## config.mk

```make
export PLATFORM = sky130hd
export DESIGN_NAME = cmd_controller_v2
export DESIGN_NICKNAME = d
export VERILOG_FILES = /design/src/rtl/cmd_controller_v2.sv
export SDC_FILE = /design/constraint.sdc
export NUM_CORES = 1
export LEC_CHECK = 0
export BUFFER_PORTS_ARGS = -buffer_cell sky130_fd_sc_hd__buf_2
export CORE_MARGIN = 2
export CORE_UTILIZATION = 53
export CTS_CLUSTER_DIAMETER = 80
export DETAILED_ROUTE_END_ITERATION = 12
export PLACE_DENSITY_LB_ADDON = 0.08
export SLEW_MARGIN = 10
export SYNTH_ARGS = -nofsm -noshare
export SYNTH_HDL_FRONTEND = slang
export SYNTH_SLANG_ARGS = --single-unit
```

## constraint.sdc

```tcl
create_clock -name i_clk -period 2.7 [get_ports i_clk]
set_clock_uncertainty 0.15 [all_clocks]
set_input_delay 0.135 -clock i_clk [delete_from_list [all_inputs] [get_ports i_clk]]
set_output_delay 0.135 -clock i_clk [all_outputs]
set_load 0.02 [all_outputs]
```

## src/rtl/cmd_controller_v2.sv

```systemverilog
// Framed-command controller: UART byte frames (OP, LEN, payload, XOR CSUM) to RoC control registers, one status response per frame.
// Response OP byte is valid two cycles after the checksum byte; each response byte is held until the tx handshake.
module cmd_controller_v2 #(
    parameter int ROC_INPUTS     = 64,
    parameter int ROC_OUTPUTS    = 64,
    parameter int OUT_BYTES      = (ROC_OUTPUTS + 7) / 8,
    parameter int MAX_PAYLOAD    = 8,
    parameter int TIMEOUT_CYCLES = 100000
) (
    input  logic                   i_clk,
    input  logic                   i_rst_n,
    input  logic                   i_rx_valid,
    input  logic [7:0]             i_rx_data,
    output logic                   o_tx_valid,
    output logic [7:0]             o_tx_data,
    input  logic                   i_tx_ready,
    input  logic [ROC_OUTPUTS-1:0] i_roc_outputs,
    output logic [ROC_INPUTS-1:0]  o_roc_inputs,
    output logic [31:0]            o_roc_tps,
    output logic                   o_roc_en,
    output logic                   o_busy,
    output logic [15:0]            o_err_count
);
    localparam int          SW   = 8 * OUT_BYTES;
    localparam int          IW   = (ROC_INPUTS > 1) ? $clog2(ROC_INPUTS) : 1;
    localparam int          TW   = $clog2(TIMEOUT_CYCLES + 1);
    localparam logic [31:0] MAXP = MAX_PAYLOAD;
    localparam logic [31:0] NIN  = ROC_INPUTS;

    typedef enum logic [3:0] {
        S_IDLE, S_LEN, S_PAYLOAD, S_DRAIN, S_CSUM, S_EXEC,
        S_RESP_OP, S_RESP_STATUS, S_RESP_DATA, S_RESP_CSUM
    } state_t;

    state_t         state;
    logic [7:0]     op, len, cnt, xr, status, rcs;
    logic [31:0]    pbuf;
    logic [SW-1:0]  snap, out_sh;
    logic [TW-1:0]  tcnt;

    logic           known, in_frame, timeout, drop, err_event, tx_fire;
    logic [7:0]     exp_len, chk_status;

    assign o_busy = (state != S_IDLE);

    always_comb begin
        known   = 1'b1;
        exp_len = 8'd0;
        case (op)
            8'hC0, 8'hC1, 8'hC2, 8'hC3: exp_len = 8'd0;
            8'hC4, 8'hC5:               exp_len = 8'd4;
            8'hC6:                      exp_len = 8'd1;
            default:                    known   = 1'b0;
        endcase
    end

    // Every valid command carries at most 4 payload bytes, so the last four received are all EXEC ever reads.
    always_comb begin
        chk_status = 8'h00;
        if (xr != i_rx_data)
            chk_status = 8'h01;
        else if (!known)
            chk_status = 8'h03;
        else if (len != exp_len)
            chk_status = 8'h02;
        else if (op == 8'hC4 && {8'd0, pbuf[31:8]} >= NIN)
            chk_status = 8'h04;
    end

    assign in_frame  = (state == S_LEN) || (state == S_PAYLOAD) || (state == S_CSUM) || (state == S_DRAIN);
    assign timeout   = in_frame && !i_rx_valid && (tcnt == TW'(TIMEOUT_CYCLES - 1));
    assign drop      = i_rx_valid && (state == S_EXEC || state == S_RESP_OP || state == S_RESP_STATUS ||
                                      state == S_RESP_DATA || state == S_RESP_CSUM);
    assign err_event = drop || timeout || (state == S_EXEC && status != 8'h00);
    assign tx_fire   = o_tx_valid && i_tx_ready;

    always_ff @(posedge i_clk or negedge i_rst_n) begin
        if (!i_rst_n) begin
            state        <= S_IDLE;
            op           <= '0;
            len          <= '0;
            cnt          <= '0;
            xr           <= '0;
            status       <= '0;
            rcs          <= '0;
            pbuf         <= '0;
            snap         <= '0;
            out_sh       <= '0;
            tcnt         <= '0;
            o_tx_valid   <= 1'b0;
            o_tx_data    <= '0;
            o_roc_inputs <= '0;
            o_roc_tps    <= '0;
            o_roc_en     <= 1'b0;
            o_err_count  <= '0;
        end else begin
            if (err_event && o_err_count != 16'hFFFF)
                o_err_count <= o_err_count + 16'd1;
            if (in_frame)
                tcnt <= i_rx_valid ? '0 : tcnt + TW'(1);

            if (timeout) begin
                state <= S_IDLE;
            end else begin
                case (state)
                    S_IDLE: if (i_rx_valid) begin
                        op    <= i_rx_data;
                        xr    <= i_rx_data;
                        tcnt  <= '0;
                        state <= S_LEN;
                    end
                    S_LEN: if (i_rx_valid) begin
                        len <= i_rx_data;
                        xr  <= xr ^ i_rx_data;
                        cnt <= '0;
                        if (i_rx_data == 8'd0)
                            state <= S_CSUM;
                        else if ({24'd0, i_rx_data} <= MAXP)
                            state <= S_PAYLOAD;
                        else
                            state <= S_DRAIN;
                    end
                    S_PAYLOAD: if (i_rx_valid) begin
                        pbuf <= {pbuf[23:0], i_rx_data};
                        xr   <= xr ^ i_rx_data;
                        cnt  <= cnt + 8'd1;
                        if (cnt == len - 8'd1)
                            state <= S_CSUM;
                    end
                    S_DRAIN: if (i_rx_valid) begin
                        cnt <= cnt + 8'd1;
                        if (cnt == len) begin
                            status <= 8'h02;
                            state  <= S_EXEC;
                        end
                    end
                    S_CSUM: if (i_rx_valid) begin
                        status <= chk_status;
                        state  <= S_EXEC;
                    end
                    S_EXEC: begin
                        if (status == 8'h00) begin
                            case (op)
                                8'hC0: begin
                                    o_roc_inputs <= '0;
                                    o_roc_tps    <= '0;
                                    o_roc_en     <= 1'b0;
                                    snap         <= '0;
                                end
                                8'hC3: snap <= SW'(i_roc_outputs);
                                8'hC4: o_roc_inputs[pbuf[8 +: IW]] <= pbuf[0];
                                8'hC5: o_roc_tps <= pbuf;
                                8'hC6: o_roc_en  <= pbuf[0];
                                default: ;
                            endcase
                        end
                        out_sh     <= snap;
                        rcs        <= '0;
                        o_tx_valid <= 1'b1;
                        o_tx_data  <= op;
                        state      <= S_RESP_OP;
                    end
                    S_RESP_OP: if (tx_fire) begin
                        rcs       <= rcs ^ o_tx_data;
                        o_tx_data <= status;
                        state     <= S_RESP_STATUS;
                    end
                    S_RESP_STATUS: if (tx_fire) begin
                        rcs <= rcs ^ o_tx_data;
                        if (status == 8'h00 && op == 8'hC2) begin
                            o_tx_data <= out_sh[7:0];
                            out_sh    <= out_sh >> 8;
                            cnt       <= '0;
                            state     <= S_RESP_DATA;
                        end else begin
                            o_tx_data <= rcs ^ o_tx_data;
                            state     <= S_RESP_CSUM;
                        end
                    end
                    S_RESP_DATA: if (tx_fire) begin
                        rcs <= rcs ^ o_tx_data;
                        if (cnt == 8'(OUT_BYTES - 1)) begin
                            o_tx_data <= rcs ^ o_tx_data;
                            state     <= S_RESP_CSUM;
                        end else begin
                            o_tx_data <= out_sh[7:0];
                            out_sh    <= out_sh >> 8;
                            cnt       <= cnt + 8'd1;
                        end
                    end
                    S_RESP_CSUM: if (tx_fire) begin
                        o_tx_valid <= 1'b0;
                        state      <= S_IDLE;
                    end
                    default: state <= S_IDLE;
                endcase
            end
        end
    end
endmodule

```

==> summary.md, run 1 <==
The flow ran to the end, and the final reports show no timing, DRC or antenna violations. Setup violations remaining at the end of the flow were counted as 0. The post-synthesis sequential element count is 346, and the clock-pin slew of the registers on the worst-case setup and hold paths is 60 ps. The area growth from synthesis to layout is 24.74%. For the setup slack of the most critical reg-to-reg path, the log shows 40 ps. The number of enable-type register cells in the synthesized netlist was 0. After detailed routing, the number of remaining DRC violations is 0.

For the worst slew margin relative to its limit, the log shows 0.4395. The via count of the first global-routing pass came out at 12570. The pre-antenna-repair detailed-routing pass consisted of 5 iterations. The worst-case IR drop observed on VDD is 0.5026 mV. The pin count of the biggest net entering global routing is 70, and the placement-stage cell area is 0.01763 mm². The run gives 2.404 mW as the net load switching power. For the number of antenna violations at the first check in global routing, the log shows 0. The type of the worst setup path is flip-flop to flip-flop.

The largest area contributor in the synthesized netlist is dfrtp_1. The initial DRC count came out at 971. The tools report the antenna violation net count after detailed routing as 0.

The startpoint kind of the worst setup timing path was a flip-flop. For the number of antenna cells inserted, the log shows 0. The combinational share of power was 0.052.

Data arrives at the worst endpoint at 2930 ps. Most instantiated flip-flop cell in the synthesis netlist: dfrtp_1. The clock reaches the later pin of the worst-skew pair after 520 ps. Routability-driven placement finished with a final weighted congestion of 0.8910. During placement, the flow inserted port buffers numbering 198.

The cell count after synthesis is 1500, and the layout cell share with drive strength beyond 1 is 0.2346. The portion of the clock cycle consumed by the worst path in the final layout was 0.9853. The fraction of power spent switching nets is 0.2243. In this run the number of H-tree levels came out at 2.

In this run the horizontal extent of the chip is 176.2 µm. The area of combinational cells with multiple inputs is 0.006553 mm². TritonCTS built the clock tree. The power per cell area was 546.8 mW/mm².

The kind of end point of the critical path is a flip-flop. The clock passes through at most 3 buffers. After layout, the minimum clock period comes to 2660 ps. The run gives 0 as the total grt overflow. Library cell with the highest instance count after synthesis: dfrtp_1. The tools report the total routing usage reported by global routing as 0.2636. The mean instance size in the synthesized netlist came out at 10.48 µm².

Total number of placement rows: 63. The global-route track usage on met2 was 0.4232; the area of the mapped netlist was 0.01571 mm². Launch instance of the worst register-to-register path: op[5]$_DFFE_PN0P_.

The part of the Yosys area used for sequential elements was 0.5510; the total nets after synthesis was 1580. In the final routed layout, each cell accounts on average for 18.45 µm. The part of the total power dissipated in the clock network is 0.450. Setup repair after global routing could not meet its margin everywhere. For the total length of routed wires, the log shows 40.85 mm. The total area inside the core boundary comes to 0.02940 mm².

The post-synthesis async set-or-reset flop share works out to 1.000. Root buffer cell: clkbuf_16. The logs give 0.5344 for the effective utilization at floorplan and 0.3632 for the routing usage on met1. The global routing's busiest layer is met2. The number of warnings reported in the yosys synthesis log came out at 0. For this run, the post-layout net count is 1879. The commonest cells after synthesis are dfrtp_1, o21ai_0, nand2_1.

The global routing usage on met3 is 0.04823. Based on the critical path, the design can be clocked at up to 375.9 MHz. Pin placement for this block handled 199 I/O pins. Yosys attributes the largest share of cell area to dfrtp_1, o21ai_0, a22o_1. Yosys mapped the design onto 66 distinct sky130hd cell types.

Data on the critical path is required at its endpoint by 2970 ps. Number of vias in the routed layout: 12890. The run gives 0 as the max-capacitance violation count.

Internal power comes to 8.314 mW. The design draws 10.72 mW. In this run the critical register-to-register path is captured at o_roc_inputs[56]$_DFFE_PN0P_.

The die covers 0.03104 mm². Detailed placement ended at an HPWL of 26.77 mm. For the number of pins with negative max-slew slack in the final report, the log shows 0. The worst-case reg-to-reg path depth was 7; the per-cell via count in the routed design was 5.820. The sequential share of power was 0.497; the number of inserted filler cells in the final layout was 2351. The maximum fanout along the worst path works out to 8. The tightest min-delay check is of the input port to async pin type. For the CTS sink count, the log shows 346.

The tools report the number of endpoints with negative hold slack in the final report as 0. The static power due to leakage is 9.345 nW, and the wire length of the first global-routing pass is 65.86 mm. The number of buffers added by the clock tree synthesis step was 38; the post-route standard cell area excluding fillers was 0.01960 mm². Across the whole layout, storage elements account for 0.008658 mm².

The share of Yosys cell area claimed by the top area cell type is 0.5510. From bottom edge to top edge, the die measures 176.2 µm. At the pin with the least slew margin, the transition time is 834.3 ps.
## registers in the layout (all words and copies together) (netlist names)
register / cells
o_roc_en: 1
pbuf: 32
o_roc_inputs: 64
xr: 8
rcs: 8
tcnt: 17
cnt: 8
op: 8
snap: 64
o_roc_tps: 32
state: 4
o_tx_valid: 1
o_tx_data: 8
out_sh: 64
len: 8
o_err_count: 16
status: 3
## logic make-up after synthesis
group | after synthesis | share of synthesized area
muxes | 105 | 0.07031
adders and majority gates | 4 | 0.003185
DFF | 346 | 0.5510
xor gates and xnor gates | 44 | 0.02452
and+or+nand+nor | 380 | 0.1176
AOI/OAI and AO/OA | 495 | 0.1989
buffers and inverters | 126 | 0.03448
## power by group through the flow
| stage | combinational [mW] | clock, mW | sequential [mW] |
|---|---|---|---|
| 6_report | 0.559 | 4.83 | 5.33 |
| 5_1_grt | 0.622 | 5.13 | 5.34 |
| 4_1_cts | 0.565 | 4.93 | 5.33 |
| 3_3_place_gp | 0.475 | 0 | 5.42 |
| 2_1_floorplan | 0.134 | 0 | 5.47 |
| 3_5_place_dp | 0.482 | 0 | 5.42 |
## worst max-delay path, cell delays in order (launching register included)
cell and delay (ps):
dfrtp_1 400, nor4bb_1 380, nand2_1 190, nor4_1 300, buf_4 170, and3_1 330, nand2_1 340, o21ai_0 310
## layout by cell type (no fill, tap or decap), drive strengths merged, types with 7 or more instances in the layout
cell / instances
a21oi: 85
a221oi: 8
a22o: 98
a32o: 8
and2: 7
and3: 13
buf: 292
clkbuf: 59
clkinv: 7
dfrtp: 346
dlygate4sd3: 75
inv: 17
mux2: 43
mux2i: 62
nand2: 156
nand2b: 7
nand3: 26
nand4: 15
nor2: 63
nor2b: 10
nor3: 22
nor3b: 11
nor4: 13
o21ai: 257
o31ai: 8
or4: 7
xnor2: 22
xor2: 22
## routing by layer
metal	wire length, µm	vias to the layer above	share of wire
met5	0	-	0
met4	1395	0	0.034
met3	2437	108	0.060
met2	19230	398	0.47
met1	17780	6342	0.44
li1	-	6038	-
## timing repair
action / 4_1_cts / 5_1_grt
endpoints found under the hold margin: 446 / 0
gates cloned: 0 / 2
hold buffers: 75 / 0
resized for setup: 1 / 3
endpoints found under the setup margin: 48 / 100
buffers inserted: 0 / 1
pin swaps: 0 / 1
## through the flow
| stage | TNS [ps] | std cells | hold WS (ps) | worst slack (ps) | utilization |
|---|---|---|---|---|---|
| after global placement | -60.08 | 2071 | -14.86 | -17.49 | 0.5995 |
| after CTS | 0 | 2211 | 45.75 | 11.99 | 0.6642 |
| final | 0 | 2214 | 36.41 | 39.61 | 0.6667 |
| after detailed placement | -193.8 | 2071 | -7.455 | -38.81 | 0.5995 |
| after floorplan | 0 | 1500 | -310.6 | 67.68 | - |
| after global routing | -1802 | 2214 | 74.09 | -132.8 | 0.6667 |
## worst max-delay path by stage
stage	startpoint	to	slack, ps	depth (start not counted)
final	op[5]$_DFFE_PN0P_	o_roc_inputs[56]$_DFFE_PN0P_	40	7
after global routing	op[5]$_DFFE_PN0P_	o_roc_inputs[56]$_DFFE_PN0P_	-130	7
after CTS	state[2]$_DFFE_PN0P_	out_sh[52]$_DFFE_PN0P_	10	9
after detailed placement	state[2]$_DFFE_PN0P_	out_sh[8]$_DFFE_PN0P_	-40	8
after global placement	state[2]$_DFFE_PN0P_	out_sh[42]$_DFFE_PN0P_	-20	8
after floorplan	state[1]$_DFFE_PN0P_	o_err_count[11]$_DFFE_PN0P_	70	9
## final cells by class
class / instances / share of cell area
flip-flops and latches: 346 / 0.4417
repair buffers: 369 / 0.1375
clock buffers: 57 / 0.05630
inverters: 16 / 0.003064
well taps: 390 / 0.02489
multi-input cells: 1028 / 0.3343
clock inverters: 8 / 0.002234
Note: power is estimated with default switching activity, not from simulation.
==> run 2, diff against run 1 <==
==> constraint.sdc (replaced) <==
create_clock -name i_clk -period 2.7 [get_ports i_clk]
set_clock_uncertainty 0.15 [all_clocks]
set_input_delay 0.27 -clock i_clk [delete_from_list [all_inputs] [get_ports i_clk]]
set_output_delay 0.27 -clock i_clk [all_outputs]
set_load 0.02 [all_outputs]
==> run 2 against run 1 <==
  * Flip-flop and latch count stayed put
  * Clock power is 7.2% higher
  * Non-clock buffer count is 11 lower
  * Wire length is 0.24% higher
  * Fmax is 3.2% higher
  * Sequential power hardly changed
  * Sequential share of layout area is 0.090 points higher
  * Setup slack better by 83 ps
  * Register-to-register slack better by 80 ps
  * Final area is 0.20% lower
  * Via count is 0.31% higher
  * Global-route usage is 0.32 points higher
  * Critical path type unchanged
==> summary.md, run 2 (synthesized netlist as in run 1, its figures left out) <==
The flow ran to the end, and the final reports show no timing, DRC or antenna violations. The root buffer cell chosen for the clock tree is clkbuf_16. The layout cell share with drive strength beyond 1 was 0.2399 (+0.005285); the number of inserted filler cells in the final layout was 2328 (-0.98%). The number of primary I/O pins was 199 (unchanged); the port buffer count was 198 (unchanged). The net load switching power came out at 2.476 mW (+3.0%).

The library cell used most frequently in the layout, excluding fill and tap cells, is dfrtp_1. The required time reported for the critical path endpoint was 2960 ps (about the same). In this run the critical register-to-register path is captured at cnt[5]$_DFFE_PN0P_.

The core area was 0.02940 mm² (unchanged). The number of antenna cells inserted is 0 (unchanged). The logs give 122.4 ps (+82.76 ps) for the slack of the critical path and 26.47 mm (-1.1%) for the sum of net half-perimeters after detailed placement.

The number of remaining DRC errors was 0 (unchanged); the final total negative setup slack was 0 ps (unchanged). Start point of the critical path: state[0]$_DFFE_PN0P_. The die outline width works out to 176.2 µm (unchanged). The run gives 2840 ps (-90 ps) as the data arrival time of the critical path. The total grt overflow was 0 (unchanged); the power per cell area was 565.9 mW/mm² (+3.5%). The post-place setup slack is 17.29 ps (+56.10 ps).

The run gives 66.83 mm (+1.5%) as the wire length of the first global-routing pass. The number of vias in the routed layout came out at 12930 (+0.31%). For the count of non-filler cells in the finished layout, the log shows 2203 (-0.50%).

The startpoint kind of the worst setup timing path is a flip-flop. For the placer congestion estimate, the log shows 0.8453 (-5.1%). Minimum clock period after layout: 2578 ps (-82.76 ps).

The worst-case reg-to-reg path depth was 8 (+1). The critical path's slowest cell is or4_4. The total length of routed wires is 40.94 mm (+0.24%).

The delay of the slowest cell on the worst path came out at 530 ps (+130 ps). The per-cell via count in the routed design came out at 5.867 (+0.81%). The setup violation total in the final timing report was 0 (unchanged).

The tools report the via count of the first global-routing pass as 12710 (+1.1%). The max-capacitance violation count came out at 0 (unchanged). TritonCTS built the clock tree.

The worst slew margin relative to its limit was 0.5247 (+0.08519); the total routing usage reported by global routing was 0.2668 (+0.003194). From synthesis to final layout, the design area changed by 24.48%. Maximum clock path buffer count: 3 (unchanged). The area of combinational cells with multiple inputs was 0.006585 mm² (+0.50%). The fraction of power spent switching nets is 0.2236 (-0.0006865). The transition at the pin with the smallest max-transition slack is 707.5 ps (-126.8 ps).

The worst register-to-register path begins at state[0]$_DFFE_PN0P_. Antenna violation net count after detailed routing: 0 (unchanged). The clock latency of the later-clocked register in the worst-skew pair is 530 ps (about the same), and the cell internal power dissipation is 8.595 mW (+3.4%).

The clock-pin slew of the registers on the worst-case setup and hold paths is 60 ps (about the same). The number of post-CTS setup repair buffers is 0 (unchanged), and the wire length per cell is 18.58 µm (+0.74%). The sequential share of power came out at 0.482 (-0.015). The run gives 120 ps (+80 ps) as the setup slack of the most critical reg-to-reg path. The register cell area after layout is 0.008658 mm² (unchanged), and the number of search-and-repair iterations in the first detailed-routing pass is 5 (unchanged). The critical path ends at cnt[5]$_DFFE_PN0P_.

The area enclosed by the die boundary was 0.03104 mm² (unchanged); the final layout net count was 1868 (-0.59%). The tools report the post-layout total power as 11.07 mW (+3.3%). The part of the total power dissipated in the clock network is 0.468 (+0.018). The number of endpoints with negative hold slack in the final report was 0 (unchanged); the CTS sink count was 346 (unchanged). Maximum ir drop on the vdd rail: 0.4965 mV (-1.2%). The overall die height works out to 176.2 µm (unchanged). Initial DRC count: 872 (-10%). The tools report the fmax as 388.0 MHz (+3.2%).

The total number of placement rows was 63 (unchanged); the effective utilization at floorplan was 0.5344 (unchanged). The kind of end point of the critical path was a flip-flop. The pin count of the biggest net entering global routing is 68 (-2.9%).

The portion of the clock cycle consumed by the worst path in the final layout works out to 0.9547 (-0.03065). The type of the tightest min-delay check was input port to flip-flop. For the combinational share of power, the log shows 0.051 (about the same).

The top cell types in the final layout, fill and taps aside, are dfrtp_1, o21ai_0, buf_2. In the final layout, the registers with the most flip-flops are o_roc_inputs (64), out_sh (64), snap (64). The run gives 9.315 nW (-0.32%) as the static power due to leakage. The H-tree depth is 2 (unchanged).

Setup repair after global routing left no endpoint under its margin. Number of pins with negative max-slew slack in the final report: 0 (unchanged). The run gives 0 (unchanged) as the number of antenna violations at the first check in global routing. Walking the worst path, the cells encountered are o21a_4, or4_4, or4_4, buf_4, nand3_1, buf_4, o21ai_0, o41ai_1. The maximum fanout along the worst path is 8 (unchanged). The number of cells in the design after placement is 2064 (-0.34%). The run gives 38 (unchanged) as the number of buffers added by the clock tree synthesis step. The type of the worst setup path is flip-flop to flip-flop.
[run 2: power groups by stage]
stage | clock, mW | sequential (mW) | combinational (mW)
3_5_place_dp | 0 | 5.42 | 0.479
3_3_place_gp | 0 | 5.42 | 0.475
2_1_floorplan | 0 | 5.47 | 0.134
4_1_cts | 5.26 | 5.33 | 0.562
5_1_grt | 5.49 | 5.34 | 0.621
6_report | 5.18 | 5.33 | 0.559
[run 2: how the worst min path moves through the flow]
stage	from	endpoint	slack [ps]	cells after the start
6_report	i_rx_valid	tcnt[10]$_DFF_PN0_	110	3
5_1_grt	i_rx_valid	tcnt[11]$_DFF_PN0_	130	4
4_1_cts	i_rx_valid	tcnt[10]$_DFF_PN0_	90	3
3_5_place_dp	i_rst_n	o_roc_tps[23]$_DFFE_PN0P_	130	1
3_3_place_gp	i_rst_n	o_roc_tps[23]$_DFFE_PN0P_	130	1
2_1_floorplan	i_rst_n	cnt[0]$_DFFE_PN0P_	-180	0
[run 2: per-stage QoR]
step / instance area (µm²) / util / hold slack (ps)
2_1_floorplan: 15710 / - / -175.6
3_3_place_gp: 17520 / 0.5960 / 128.7
3_5_place_dp: 17520 / 0.5960 / 127.6
4_1_cts: 19510 / 0.6636 / 94.05
5_1_grt: 19560 / 0.6653 / 126.9
6_report: 19560 / 0.6653 / 106.0
[run 2: timing repair]
action,in CTS,in global routing
gates resized for setup,1,17
pin swaps,0,1
hold buffers,74,0
endpoints found under the hold margin,144,0
setup endpoints to repair,9,142
[run 2: worst max-delay path, delay by kind of cell (launching register included)]
kind                   cells  cell delay [ps]
AND/OR/NAND/NOR            3             1170
flip-flops                 1              400
AO/OA/AOI/OAI              3              380
buffers and inverters      2              360
[run 2: layout make-up]
cell class | count | area share
sequential | 346 | 0.4426
multi-input combinational | 1028 | 0.3366
timing repair buffer | 358 | 0.1293
clock buffer | 53 | 0.05558
tap | 390 | 0.02495
clock inverter | 12 | 0.007867
inverter | 16 | 0.003070
[run 2: metal layers]
| layer | wire length [µm] | global-route usage | vias up |
|---|---|---|---|
| li1 | - | - | 6035 |
| met1 | 17870 | 0.3702 | 6371 |
| met2 | 19410 | 0.4348 | 440 |
| met3 | 2596 | 0.04371 | 80 |
| met4 | 1067 | 0.07989 | 0 |
| met5 | 0 | 0 | - |
